**src/rtl/bin_seq_source_pkg.sv**
```systemverilog
// Shared types and helpers for the binary sequence source: state encoding,
// default width and the count-step / terminal-value functions.
package bin_seq_source_pkg;

  localparam int DEFAULT_WIDTH = 4;
  localparam int MAX_WIDTH     = 32;

  typedef logic [MAX_WIDTH-1:0] val_t;

  typedef enum logic [1:0] {
    ST_IDLE = 2'd0,
    ST_RUN  = 2'd1,
    ST_DONE = 2'd2
  } state_e;

  function automatic val_t width_mask(input int width);
    return {MAX_WIDTH{1'b1}} >> (MAX_WIDTH - width);
  endfunction

  // One count step in the chosen direction, wrapping modulo 2^width.
  function automatic val_t next_val(input val_t val, input logic dir,
                                    input int width = DEFAULT_WIDTH);
    val_t w_raw;
    w_raw = dir ? (val - val_t'(1)) : (val + val_t'(1));
    return w_raw & width_mask(width);
  endfunction

  function automatic logic is_terminal(input val_t val, input logic dir,
                                       input int width = DEFAULT_WIDTH);
    return dir ? ((val & width_mask(width)) == '0)
               : ((val & width_mask(width)) == width_mask(width));
  endfunction

endpackage

```
**src/rtl/bin_seq_source.sv**
```systemverilog
// Registered up/down binary sequence source with valid/ready handshake,
// wrap or one-shot mode and a terminal-count pulse for sequence framing.
module bin_seq_source
  import bin_seq_source_pkg::*;
#(
  parameter int WIDTH = DEFAULT_WIDTH
) (
  input  logic             clk,
  input  logic             rst_n,
  input  logic             start,
  input  logic             stop,
  input  logic             dir,
  input  logic             oneshot,
  input  logic             load,
  input  logic [WIDTH-1:0] load_val,
  output logic [WIDTH-1:0] BIN,
  output logic             valid,
  input  logic             ready,
  output logic             tc,
  output logic             busy
);

  state_e           r_state;
  state_e           w_state_next;
  logic [WIDTH-1:0] r_bin;
  logic [WIDTH-1:0] w_bin_next;
  logic [WIDTH-1:0] w_bin_step;
  logic             r_tc;
  logic             w_tc_next;
  logic             w_xfer;
  logic             w_term;

  assign w_xfer     = (r_state == ST_RUN) && ready;
  assign w_term     = is_terminal(val_t'(r_bin), dir, WIDTH);
  assign w_bin_step = WIDTH'(next_val(val_t'(r_bin), dir, WIDTH));

  always_ff @(posedge clk or negedge rst_n) begin
    if (!rst_n) begin
      r_state <= ST_IDLE;
      r_bin   <= '0;
      r_tc    <= 1'b0;
    end else begin
      r_state <= w_state_next;
      r_bin   <= w_bin_next;
      r_tc    <= w_tc_next;
    end
  end

  always_comb begin
    w_state_next = r_state;
    w_bin_next   = r_bin;
    w_tc_next    = 1'b0;
    unique case (r_state)
      ST_IDLE: begin
        // A simultaneous start is dropped so the freshly loaded value is never raced.
        if (load) begin
          w_bin_next = load_val;
        end else if (start) begin
          w_state_next = ST_RUN;
        end
      end
      ST_RUN: begin
        if (w_xfer) begin
          if (w_term) begin
            w_tc_next = 1'b1;
            if (oneshot) begin
              w_state_next = ST_DONE;
            end else begin
              w_bin_next = w_bin_step;
            end
          end else begin
            w_bin_next = w_bin_step;
          end
        end
        // Abort overrides DONE, but the transfer of this cycle still completes.
        if (stop) begin
          w_state_next = ST_IDLE;
        end
      end
      ST_DONE: begin
        if (load) begin
          w_bin_next   = load_val;
          w_state_next = ST_IDLE;
        end else if (stop) begin
          w_state_next = ST_IDLE;
        end
      end
      default: begin
        w_state_next = ST_IDLE;
      end
    endcase
  end

  always_comb begin
    BIN   = r_bin;
    tc    = r_tc;
    valid = (r_state == ST_RUN);
    busy  = (r_state == ST_RUN);
  end

endmodule
```
**config.mk**
```make
export PLATFORM = sky130hd
export DESIGN_NAME = bin_seq_source
export DESIGN_NICKNAME = d
export VERILOG_FILES = /design/src/rtl/bin_seq_source_pkg.sv /design/src/rtl/bin_seq_source.sv
export SDC_FILE = /design/constraint.sdc
export NUM_CORES = 1
export LEC_CHECK = 0
export ABC_AREA = 0
export CORE_AREA = 2 2 39 41
export DETAILED_ROUTE_END_ITERATION = 10
export DIE_AREA = 0 0 41 43
export GPL_TIMING_DRIVEN = 0
export PLACE_DENSITY_LB_ADDON = 0.3
export SLEW_MARGIN = 10
export SYNTH_ARGS = -nofsm -noshare
export SYNTH_HDL_FRONTEND = slang
export SYNTH_SLANG_ARGS = --single-unit
export TNS_END_PERCENT = 10
```
**constraint.sdc**
```tcl
create_clock -name clk -period 2 [get_ports clk]
set_input_delay 0.4 -clock clk [delete_from_list [all_inputs] [get_ports clk]]
set_output_delay 0.4 -clock clk [all_outputs]
set_load 0.01 [all_outputs]
```
==> metrics <==
clock insertion delay at the later pin of the skew report 0.26 ns; maximum capacitance violations 0; cell type with the highest aggregate area in the netlist sky130_fd_sc_hd__dfrtp_1; clock-pin slew on the worst setup and hold paths 0.06 ns; post-route ant nets 0; first-pass GRT wire length 1.95 mm; pin count of the biggest net entering global routing 9; total wire length 1.25 mm; total power density per cell area 829 nW/µm²; arrival time of the worst setup path 1.52 ns; Placed Cells 90; area growth from synthesis to layout 45.1%; Placed Area 717 µm²; residual DRC count 0; Period Utilization, post-route 96.1%; TritonCTS Buffers 3; routed wire length per instance 13.5 µm; cell-internal power 0.000408 W; required time worst endpoint 1.60 ns; initial antenna violation count 0; number of instances in the synthesized netlist 57; floorplan die height 43 µm; net count of the finished layout 93; router iterations before antenna repair 3; clock tree from TritonCTS done; CP delay by family, top buffers and inverters; startpoint kind of the worst setup timing path register; Die X-Extent 41 µm; Worst IR Drop VDD 0.374 mV; count of pins on the block boundary 19; part of the Yosys area used for sequential elements 33.3%; distinct cell type count after synthesis 29; total global routing track utilization 16.2%; Worst Path Class, Setup register to output port; initial cell density of the core 38.1%; top library cells by usage in the layout, fill and taps aside 16 x sky130_fd_sc_hd__clkdlybuf4s50_1, 6 x sky130_fd_sc_hd__dfrtp_1, 6 x sky130_fd_sc_hd__nor2_1, 6 x sky130_fd_sc_hd__a211oi_1, 5 x sky130_fd_sc_hd__inv_1; drt via density 5.42; total vias in the final route 504; status completed; vias in the first global route 490; row cnt 14; input/output buffers 17; buffers plus inverters on the worst setup path 2; Post-Syn Area per Cell 9.24 µm²; number of storage elements in the synthesis netlist 7; path type of the worst min-delay path input port to async pin; RD Place Congestion 0.725; share of total power in sequential cells 35.1%; time the worst path needs with I/O delays and setup 1.92 ns; share of layout cells above drive strength 1 15.6%; leakage power 0.329 nW; placeable core region 1380 µm²; clock root buffer sky130_fd_sc_hd__clkbuf_4; netlist area before placement 527 µm²; maximum single-stage delay on the critical path 0.52 ns; headroom to the max-slew limit 74.3%; power dissipated by switching net loads 0.000225 W; count of inserted antenna diode cells 0; main area contributors after synthesis sky130_fd_sc_hd__dfrtp_1 33%, sky130_fd_sc_hd__a211oi_1 8.6%, sky130_fd_sc_hd__ha_1 4.8%; 1st-iter DRT viols 4; final setup fails 0; Synth warnings 0; relative contribution of the clock network to total power 20.5%; series of cell instances along the critical path nor2b_4 -> buf_4 -> clkdlybuf4s50_1; number of slew-limit violations in the final report 0; half-perimeter wire length after placement 961 µm; final cell count without fillers 93; fraction of power spent switching nets 35.6%; Net Count, Synth 72; peak fanout along the critical path 8; Post-Route Skew 0.0109 ns; count of H-tree levels built during CTS 1; number of fillers in the final layout 147; floorplan die area 1760 µm²; share of power burned in combinational logic 44.3%; maximum buffer depth of the clock tree 2; sinks on the clock net 7; global route total overflow 0; Final Hold Viols 0; upper clock frequency limit 520 MHz; post-route cell area 764 µm²; actual transition at the worst max-transition pin 0.385 ns; Crit-path slowest cell sky130_fd_sc_hd__clkdlybuf4s50_1; Synth top area share 33.3%; most frequent standard cell in the layout excluding fill and tap cells sky130_fd_sc_hd__clkdlybuf4s50_1; number of buffers inserted to repair setup after CTS 0; Worst setup EP type output port; setup repair after global routing missed its margin false
[worst reg2reg max path, delay by kind of cell (launching register included)]
family	cells	cell delay (ns)
compound gates	1	0.17
fa+ha+maj	1	0.25
flops	1	0.47
simple gates	3	0.70
[state kept, by name, indices dropped and copies added (netlist names)]
register / count
BIN: 4
tc: 1
r_state: 2
[Yosys cell counts, drive strengths merged]
cell type  instances
a221oi             1
nand3b             1
a31oi              1
clkbuf             2
inv                5
nor4b              1
nand2b             2
a31o               1
xnor2              1
ha                 2
and3               2
o221ai             1
mux2i              1
nand2              2
mux2               1
dfrtp              7
buf                1
nor2b              2
nand3              1
and4b              1
or3                1
o21ai              1
a21oi              2
fa                 1
nor2               6
nand4              1
a221o              1
a211oi             6
a21o               2
[power by group through the flow]
stage               logic [W]  registers (W)  clock network [W]
floorplan            0.000153       0.000219                  0
global placement     0.000275       0.000215                  0
detailed placement   0.000279       0.000216                  0
CTS                  0.000282       0.000222           0.000133
global route         0.000315       0.000229           0.000144
finish               0.000281       0.000223           0.000130
[metrics by stage]
stage	power (W)	TNS [ns]	util, %	setup WS [ns]	hold slack, ns
4_1_cts	0.000638	0	54.7	0.00908	0.401
2_1_floorplan	0.000372	0	-	0.290	0.104
3_3_place_gp	0.000490	-0.501	51.8	-0.286	0.577
3_5_place_dp	0.000496	-0.586	51.8	-0.303	0.573
5_1_grt	0.000688	0	55.2	0.0285	0.412
6_report	0.000634	0	55.2	0.0776	0.399
[area by class of cell]
class	instances	area (µm²)	area share (%)
clock inverters	1	5.00	0.655
repair buffers	17	173	22.6
plain buffers	2	11.3	1.47
well taps	16	20.0	2.62
multi-input cells	42	338	44.2
flip-flops and latches	7	176	23.1
clock buffers	3	22.5	2.95
inverters	5	18.8	2.45
[final timing paths]
path	start	to	slack, ns	cells past startpoint
min reg2reg	r_state[0]	BIN[3]	0.60	1
max	r_state[0]	valid	0.08	3
max reg2reg	BIN[2]	BIN[3]	0.32	5
min	rst_n	BIN[3]	0.40	1
max in group asynchronous	rst_n	r_state[0]	1.33	1
min in group clk	r_state[0]	BIN[3]	0.60	1
[metal layers]
metal | part of all wire, % | vias up | wire length, µm | GRT usage, %
met1 | 43 | 236 | 542 | 18.1
met5 | 0 | - | 0 | 0
met4 | 2.0 | 0 | 25 | 8.00
met3 | 5.4 | 4 | 67 | 3.14
met2 | 49 | 16 | 615 | 27.2
li1 | - | 248 | - | -
[kinds of logic (layout without fill, tap and decap cells)]
family                     Yosys count  count (layout)  synth area share, %
adders and majority gates            3               3                 8.55
muxes                                2               2                 4.75
AOI/OAI and AO/OA                   16              16                 22.3
buffers and inverters                8              28                 6.41
DFF                                  7               7                 33.3
xor gates and xnor gates             1               1                 1.66
and+or+nand+nor                     20              20                 23.0
[repair_timing]
action / in CTS / in global routing
resized for setup: 3 / 2
endpoints found under the setup margin: 3 / 2
pin swaps: 0 / 0
hold buffers: 0 / 0
Note: power is estimated with default switching activity, not from simulation.
